$ cat config.mk
export PLATFORM = sky130hd
export DESIGN_NAME = pwm_multi_counter
export DESIGN_NICKNAME = d
export VERILOG_FILES = /design/src/rtl/pwm_pkg.sv /design/src/rtl/pwm_channel.sv /design/src/rtl/pwm_multi_counter.sv
export SDC_FILE = /design/constraint.sdc
export NUM_CORES = 1
export LEC_CHECK = 0
export BUFFER_PORTS_ARGS = -buffer_cell sky130_fd_sc_hd__clkbuf_2
export CORE_ASPECT_RATIO = 0.9
export CORE_MARGIN = 1.5
export CORE_UTILIZATION = 60
export CTS_BUF_LIST = sky130_fd_sc_hd__clkbuf_4
export CTS_CLUSTER_DIAMETER = 80
export DETAILED_ROUTE_END_ITERATION = 7
export PLACE_DENSITY = 0.86
export SLEW_MARGIN = 0
export SYNTH_ARGS = -nofsm -noshare
export SYNTH_HDL_FRONTEND = slang
export SYNTH_SLANG_ARGS = --single-unit
$ cat constraint.sdc
create_clock -name i_clk -period 9 [get_ports i_clk]
set_clock_uncertainty 0.2 [all_clocks]
set_input_delay 1.8 -clock i_clk [delete_from_list [all_inputs] [get_ports i_clk]]
set_output_delay 1.8 -clock i_clk [all_outputs]
set_load 0.1 [all_outputs]
$ cat src/rtl/pwm_pkg.sv
// Shared encodings and default sizing for the multi-channel PWM counter.
package pwm_pkg;

  localparam int unsigned DEF_WIDTH    = 8;
  localparam int unsigned DEF_CHANNELS = 4;

  typedef enum logic {
    MODE_UP     = 1'b0,
    MODE_UPDOWN = 1'b1
  } mode_e;

  typedef enum logic {
    DIR_UP   = 1'b0,
    DIR_DOWN = 1'b1
  } dir_e;

endpackage

$ cat src/rtl/pwm_channel.sv
// One PWM channel: shadow/active duty pair and the registered compare output.
module pwm_channel
  import pwm_pkg::*;
#(
  parameter int unsigned WIDTH = DEF_WIDTH
) (
  input  logic             i_clk,
  input  logic             i_rst,
  input  logic             i_en,
  input  logic             i_load,
  input  logic             i_xfer,
  input  logic [WIDTH-1:0] i_duty,
  input  logic [WIDTH-1:0] i_next_cntr,
  output logic             o_pwm
);

  logic [WIDTH-1:0] r_duty_sh;
  logic [WIDTH-1:0] r_duty_act;
  logic             r_pwm;
  logic [WIDTH-1:0] w_duty_next;

  // Compare against the duty that will be active after this edge.
  assign w_duty_next = i_xfer ? r_duty_sh : r_duty_act;

  always_ff @(posedge i_clk) begin
    if (i_rst) begin
      r_duty_sh  <= '0;
      r_duty_act <= '0;
      r_pwm      <= 1'b0;
    end else begin
      if (i_load) begin
        r_duty_sh <= i_duty;
      end
      if (i_xfer) begin
        r_duty_act <= r_duty_sh;
      end
      if (i_en) begin
        r_pwm <= (i_next_cntr < w_duty_next);
      end
    end
  end

  assign o_pwm = r_pwm;

endmodule

$ cat src/rtl/pwm_multi_counter.sv
// Shared edge- or center-aligned counter driving CHANNELS PWM compares, with
// double-buffered period/mode/duty that swap in only at a period boundary.
module pwm_multi_counter
  import pwm_pkg::*;
#(
  parameter int unsigned WIDTH    = DEF_WIDTH,
  parameter int unsigned CHANNELS = DEF_CHANNELS
) (
  input  logic                      i_clk,
  input  logic                      i_rst,
  input  logic                      i_en,
  input  logic                      i_mode,
  input  logic [WIDTH-1:0]          i_period,
  input  logic [CHANNELS*WIDTH-1:0] i_duty,
  input  logic                      i_load,
  output logic [WIDTH-1:0]          o_cntr,
  output logic [CHANNELS-1:0]       o_pwm,
  output logic                      o_wrap,
  output logic                      o_pend
);

  logic [WIDTH-1:0] r_cntr;
  dir_e             r_dir;
  logic             r_wrap;
  logic             r_pend;
  mode_e            r_mode_sh;
  mode_e            r_mode_act;
  logic [WIDTH-1:0] r_period_sh;
  logic [WIDTH-1:0] r_period_act;

  logic [WIDTH-1:0] w_cntr_next;
  logic [WIDTH-1:0] w_cntr_inc;
  dir_e             w_dir_next;
  logic             w_boundary;
  logic             w_xfer;

  assign w_cntr_inc = r_cntr + WIDTH'(1);

  always_comb begin
    w_boundary  = 1'b0;
    w_cntr_next = r_cntr;
    w_dir_next  = r_dir;
    if (i_en) begin
      if (r_period_act == '0) begin
        w_boundary  = 1'b1;
        w_cntr_next = '0;
        w_dir_next  = DIR_UP;
      end else if (r_mode_act == MODE_UP) begin
        w_dir_next = DIR_UP;
        if (r_cntr == r_period_act) begin
          w_boundary  = 1'b1;
          w_cntr_next = '0;
        end else begin
          w_cntr_next = w_cntr_inc;
        end
      end else if (r_dir == DIR_UP) begin
        // Turn around on the edge that reaches the top, so P itself is counted down.
        w_cntr_next = w_cntr_inc;
        if (w_cntr_inc == r_period_act) begin
          w_dir_next = DIR_DOWN;
        end
      end else if (r_cntr == WIDTH'(1)) begin
        w_boundary  = 1'b1;
        w_cntr_next = '0;
        w_dir_next  = DIR_UP;
      end else begin
        w_cntr_next = r_cntr - WIDTH'(1);
      end
    end
  end

  assign w_xfer = w_boundary & r_pend;

  always_ff @(posedge i_clk) begin
    if (i_rst) begin
      r_cntr       <= '0;
      r_dir        <= DIR_UP;
      r_wrap       <= 1'b0;
      r_pend       <= 1'b0;
      r_mode_sh    <= MODE_UP;
      r_mode_act   <= MODE_UP;
      r_period_sh  <= '1;
      r_period_act <= '1;
    end else begin
      r_cntr <= w_cntr_next;
      r_dir  <= w_dir_next;
      r_wrap <= w_boundary;
      if (w_xfer) begin
        r_mode_act   <= r_mode_sh;
        r_period_act <= r_period_sh;
      end
      if (i_load) begin
        r_mode_sh   <= mode_e'(i_mode);
        r_period_sh <= i_period;
      end
      // A load coinciding with a transfer refills the shadow, so pending stays set.
      if (i_load) begin
        r_pend <= 1'b1;
      end else if (w_xfer) begin
        r_pend <= 1'b0;
      end
    end
  end

  for (genvar g = 0; g < CHANNELS; g++) begin : g_chan
    pwm_channel #(
      .WIDTH(WIDTH)
    ) u_chan (
      .i_clk      (i_clk),
      .i_rst      (i_rst),
      .i_en       (i_en),
      .i_load     (i_load),
      .i_xfer     (w_xfer),
      .i_duty     (i_duty[g*WIDTH +: WIDTH]),
      .i_next_cntr(w_cntr_next),
      .o_pwm      (o_pwm[g])
    );
  end

  assign o_cntr = r_cntr;
  assign o_wrap = r_wrap;
  assign o_pend = r_pend;

endmodule

==> summary.txt, run 1 <==
Routing
  – Routed WL: slightly above 10000 µm
  – Initial DRC Count: 210
  – Via density: roughly 5.9
  – Routed len/inst: 15.9 µm
  – Post-route antenna net violation count: 0
  – # DRC: 0
  – First-pass DRT Iterations: 6
  – DR vias: about 3800

Floorplan
  – Die area: between 8000 and 9000 µm²
  – Initial core utilization: approximately 63%
  – Die Width: 97.0 µm
  – Site Rows: 30
  – CORE AREA: around 7600 µm²
  – Chip height: just under 90 µm
  – Num ports: just under 60

Logic synthesis
  – Ys flop type: dfxtp_1
  – Top cells by area, synth: dfxtp_1, mux2i_1, ha_1
  – FFs w/ async S/R, synth: 0%
  – Most area-hungry cell type in the Yosys netlist: dfxtp_1
  – Area share of the largest cell type after synthesis: 40.7%
  – Mapped cell area: around 4800 µm²
  – Cells after Synth: between 500 and 600
  – Synth cell count leaders: dfxtp_1, nor2_1, mux2i_1
  – Syn Area/Cell: ~9.5 µm²
  – Count leader, synth: dfxtp_1
  – #FFs+latches synth: 97
  – Distinct cells, synth: between 50 and 60
  – Register area share after synthesis: around two fifths
  – Post-Syn Nets: 580
  – Post-synth EDFFs: 0
  – Yosys warns: 0

Placed design
  – RD Place Congestion: about 0.94
  – Placed cell area: about 5000 µm²
  – Inst Count DP: between 600 and 700
  – Placement Setup Slack: about 4 ns
  – Port Buf Inserts: 58
  – Detailed Place HPWL: just over 7000 µm

Pwr
  – Maximum VDD drop: between 0.09 and 0.1 mV
  – Switch Pwr: 0.200 mW
  – Leak Pwr: around 2.2 nW
  – Seq pwr share: around three fifths
  – Internal: ~0.53 mW
  – Cell area power density: 144 nW/µm²
  – Logic pwr share: around 11%
  – Sw Ratio: 27.3%
  – Clock network fraction of design power: 26.8%

Timing
  – Sum of negative setup slack: 0 ns
  – Slew @ Worst Pin: between 1 and 1.5 ns
  – Max Transition Viols Final: 0
  – Relative slew slack: approximately 28%
  – Hold WS: 0.278 ns
  – Worst setup margin: between 4 and 5 ns
  – Fin crit share: about half
  – Final Hold Vio Count: 0
  – Fin crit period: between 4 and 5 ns
  – Finish-stage setup viols: 0
  – RSZ-0062 raised after global routing: no
  – Fmax: 219 MHz

Min path
  – HP Start: r_period_sh[5]
  – HP Class: reg2reg

CTS
  – CTS resizes: 0
  – Clk_lat worst skew: about 0.45 ns
  – H-tree levels: 3
  – Clock transition at path regs: ~0.13 ns
  – Hold-fix buffers at CTS: 0
  – Clock Path Buffers: 2
  – CTS root buffer: clkbuf_4
  – CTS Buf Count: 9
  – CTS tree: built
  – Clk sinks: 97
  – Setup bufs post-CTS: 0

Cells and area
  – Share of layout cells above drive strength 1: roughly 15%
  – Finished Layout Cells: between 600 and 700
  – Final net count: between 600 and 700
  – Design Area, Final: just over 5000 µm²
  – Number of diodes: 0
  – Area added between synthesis and finish: 7.03%

Setup path
  – Critical path peak fanout: 49
  – Crit start category: input port
  – CP arrival: about 4.7 ns
  – Nature of the critical path endpoint: register
  – Worst setup path endpoint: g_chan[3].u_chan.o_pwm
  – Worst r2r dst: g_chan[3].u_chan.o_pwm
  – Worst setup path class: in2reg
  – Reg-to-reg startpoint: o_cntr[4]
  – Worst EP required: ~9 ns
  – Critical Path Start: i_en
  – Worst reg2reg path depth: 13
  – Flop-to-flop setup slack: approximately 4.5 ns

Flow run
  – Max_cap viols: 0

GRT
  – Overflow after GRT: 0
  – GRT Total Usage: between 20% and 30%
  – First-pass GRT wire length: about 17000 µm
  – Initial antenna violation count: 0
  – Pin count of the biggest net entering global routing: slightly below 100
  – Number of global-route vias before repair: about 3600

Outcome
  – Status: complete, no violations
-- layout by cell type (no fill, tap or decap), drive strengths merged, types with 3 or more instances in the layout --
| cell type | instances |
|---|---|
| a211o | 18 |
| a211oi | 3 |
| a21o | 5 |
| a21oi | 12 |
| a221oi | 5 |
| a31oi | 3 |
| and2 | 3 |
| and3 | 3 |
| buf | 4 |
| clkbuf | 67 |
| dfxtp | 97 |
| ha | 31 |
| inv | 6 |
| mux2i | 66 |
| nand2 | 20 |
| nand2b | 5 |
| nand3 | 15 |
| nand4 | 5 |
| nor2 | 80 |
| nor2b | 23 |
| nor3 | 4 |
| nor4 | 4 |
| o211ai | 4 |
| o21a | 5 |
| o21ai | 14 |
| xnor2 | 9 |
| xor2 | 3 |
-- stage by stage --
stage	total power [mW]	util, %
4_1_cts	0.741	67.0
3_3_place_gp	0.543	65.6
6_report	0.734	67.0
5_1_grt	0.766	67.0
2_1_floorplan	0.522	-
3_5_place_dp	0.546	65.6
-- layout make-up --
cell class / count / area (µm²)
Inverter: 5 / 18.8
Fill cell: 631 / 2510
Clock inverter: 4 / 30.0
Sequential cell: 97 / 1940
Tap cell: 96 / 120
Timing Repair Buffer: 61 / 313
Multi-Input combinational cell: 365 / 2610
Clock buffer: 10 / 75.1
-- registers in the layout, summed over array words and instances (netlist names) --
name                      count
o_cntr                        8
g_chan.u_chan.r_duty_act     32
g_chan.u_chan.r_duty_sh      32
g_chan.u_chan.o_pwm           4
r_dir                         1
r_period_act                  8
r_mode_sh                     1
o_pend                        1
r_period_sh                   8
r_mode_act                    1
o_wrap                        1
-- per-layer routing --
| metal | global-route usage, % | vias to the layer above | wire (µm) |
|---|---|---|---|
| li1 | - | 1853 | - |
| met1 | 33.0 | 1774 | 4560 |
| met2 | 40.9 | 134 | 4730 |
| met3 | 6.54 | 28 | 582 |
| met4 | 9.22 | 0 | 248 |
| met5 | 0 | - | 0 |
-- worst max-delay path: stages --
cell and delay, ns:
clkbuf_2 0.25, o211a_2 0.23, buf_4 0.56, mux2i_1 0.31, ha_1 0.28, a21o_1 0.16
a21o_1 0.17, a211o_1 0.28, a221oi_1 0.38, nand3_1 0.12, o21ai_0 0.17
-- worst min path at each step --
stage / to / slack (ns) / cells after the start
floorplan: r_period_act[0] / 0.23 / 1
global placement: r_period_act[3] / 0.24 / 1
detailed placement: r_period_act[3] / 0.25 / 1
CTS: r_period_act[3] / 0.28 / 1
global route: r_period_act[5] / 0.29 / 1
finish: r_period_act[5] / 0.28 / 1
-- logic make-up after synthesis --
kind of cell	Yosys count	synth area share (%)
xor gates and xnor gates	12	2.20
adders and majority gates	31	8.13
and+or+nand+nor	170	16.8
AOI/OAI and AO/OA	85	13.4
muxes	67	14.1
buffers and inverters	42	4.64
DFF	97	40.7
-- power by group through the flow --
stage / logic [mW] / clock network (mW) / registers [mW]
after CTS: 0.0841 / 0.204 / 0.453
after floorplan: 0.0577 / 0 / 0.465
after global placement: 0.0809 / 0 / 0.462
after detailed placement: 0.0834 / 0 / 0.462
final: 0.0840 / 0.197 / 0.453
after global routing: 0.0921 / 0.219 / 0.455
Power figures use the tool's default switching activity.
==> run 2, diff against run 1 <==
- clock period: 9 -> 4.43 ns (I/O delays scaled with it)
==> run 2 against run 1 <==
Against the previous run: sequential power is 100% higher; clock power is 130% higher; register-to-register slack worse by 4.3 ns; global-route usage is 0.81 points higher; final area is 1.6% higher; non-clock buffer count is 7 higher; first-iteration DRC count is 20% higher; hold slack worse by 0.0030 ns; die area stayed put; via count is 0.71% higher; critical path type is now reg2reg; largest power group unchanged.
==> summary.txt, run 2 (same netlist as run 1, synthesis figures left out) <==
Floorplan
  – Chip height: between 80 and 90 µm
  – Die Width: a little under 100 µm
  – Num ports: roughly 60
  – CORE AREA: ~7600 µm²
  – Die area: 8490 µm²
  – Site Rows: 30
  – Initial core utilization: between 60% and 70%

Setup path
  – Worst setup path class: reg2reg
  – CP arrival: about 4.4 ns
  – Critical path peak fanout: 15
  – Instance count on the critical path: 12
  – Slowest stage cell on the critical path: dfxtp_1
  – CP Buf/Inv Count: 1
  – Reg-to-reg startpoint: o_cntr[0]
  – Critical Path Start: o_cntr[0]
  – Worst-path cell chain: ha_1, nor4b_1, and3_1, o211a_2, buf_4, mux2i_1, ha_1, a21o_1, a211o_1, a221oi_1, nand3_1, o21ai_0
  – Worst reg2reg path depth: 12
  – CP max stage delay: around 0.58 ns
  – Worst EP required: about 4.6 ns
  – Crit start category: register
  – Nature of the critical path endpoint: register
  – Most frequent CP cell: ha_1
  – Family with the most delay on the worst path: compound AO/OA/AOI/OAI gates

Flow run
  – Max_cap viols: 0

Cells and area
  – Finished Layout Cells: around 650
  – Filler Cell Count: 617
  – Share of layout cells above drive strength 1: between 15 and 20%
  – Number of diodes: 0
  – Finished Core Util: 68.1%
  – Commonest non-fill, non-tap cell in the layout: dfxtp_1
  – Final net count: 622
  – Area added between synthesis and finish: 8.74%
  – Most frequent cells in the layout: dfxtp_1, nor2_1, mux2i_1, clkbuf_2, ha_1
  – Largest regs: g_chan.u_chan.r_duty_act: 32 flops, g_chan.u_chan.r_duty_sh: 32 flops
  – Design Area, Final: between 5000 and 6000 µm²

Timing
  – Hold WS: between 0.2 and 0.3 ns
  – Sum of negative setup slack: 0 ns
  – Slew @ Worst Pin: approximately 1.0 ns
  – Final Hold Vio Count: 0
  – Finish-stage setup viols: 0
  – Fin crit period: between 4 and 5 ns
  – Max Transition Viols Final: 0
  – RSZ-0062 raised after global routing: no
  – Relative slew slack: between 30% and 40%
  – Fmax: around 240 MHz
  – Fin crit share: a little over nine tenths

CTS
  – Clk_lat worst skew: between 0.4 and 0.5 ns
  – CTS tree: built
  – Hold-fix buffers at CTS: 0
  – H-tree levels: 3
  – Clock Path Buffers: 2
  – CTS root buffer: clkbuf_4
  – Clock transition at path regs: roughly 0.16 ns
  – Clk sinks: just under 100
  – CTS resizes: 0
  – CTS Buf Count: 9
  – Setup bufs post-CTS: 0

GRT
  – GRT Total Usage: roughly a quarter
  – Pin count of the biggest net entering global routing: 55
  – Overflow after GRT: 0
  – Initial antenna violation count: 0
  – First-pass GRT wire length: between 15000 and 20000 µm
  – Number of global-route vias before repair: 3630

Pwr
  – Cell area power density: a little under 300 nW/µm²
  – Maximum VDD drop: about 0.23 mV
  – Leak Pwr: approximately 2.2 nW

Routing
  – Routed len/inst: 16.5 µm
  – Initial DRC Count: between 200 and 300
  – # DRC: 0
  – Post-route antenna net violation count: 0
  – First-pass DRT Iterations: 6
  – Routed WL: 10700 µm
  – Via density: 5.90
  – DR vias: 3816

Min path
  – Worst hold stages: 1
  – HP Class: reg2reg
  – HP Start: r_period_sh[4]

Placed design
  – Inst Count DP: 631
  – Placed cell area: between 5000 and 6000 µm²
  – Port Buf Inserts: 58
  – RD Place Congestion: between 0.9 and 1
  – Detailed Place HPWL: between 7000 and 8000 µm

Outcome
  – Status: complete, no violations
run 2: area by class of cell:
type	count	area, µm²	share of cell area [%]
Multi-Input combinational cell	365	2610	50.3
Sequential cell	97	1940	37.4
Timing Repair Buffer	68	365	7.04
Tap cell	96	120	2.32
Clock buffer	9	67.6	1.30
Clock inverter	7	66.3	1.28
Inverter	5	18.8	0.362
run 2: path summary, 6_finish.rpt:
path                             to  slack, ns
max reg2reg  g_chan[1].u_chan.o_pwm       0.24
max          g_chan[1].u_chan.o_pwm       0.24
min                 r_period_act[4]       0.28
min reg2reg         r_period_act[4]       0.28
run 2: metal layers:
metal  track usage (%)  part of all wire (%)  routed length, µm  up-vias
met5                 0                     0                  0        -
met2              43.7                    47               5050      144
li1                  -                     -                  -     1872
met1              34.4                    45               4800     1772
met4              8.04                   2.2                234        0
met3              5.35                   5.8                619       28
run 2: power breakdown:
group / internal (mW) / switching, mW / leakage (nW)
Clock: 0.127 / 0.321 / 0.0664
Combinational: 0.0688 / 0.105 / 1.34
Sequential: 0.900 / 0.0200 / 0.791
run 2: stage by stage:
| stage | total power, mW | worst slack (ns) |
|---|---|---|
| detailed placement | 1.11 | 0.314 |
| finish | 1.54 | 0.236 |
| floorplan | 1.06 | 0.0730 |
| global route | 1.60 | 0.000659 |
| global placement | 1.10 | 0.544 |
| CTS | 1.55 | 0.267 |
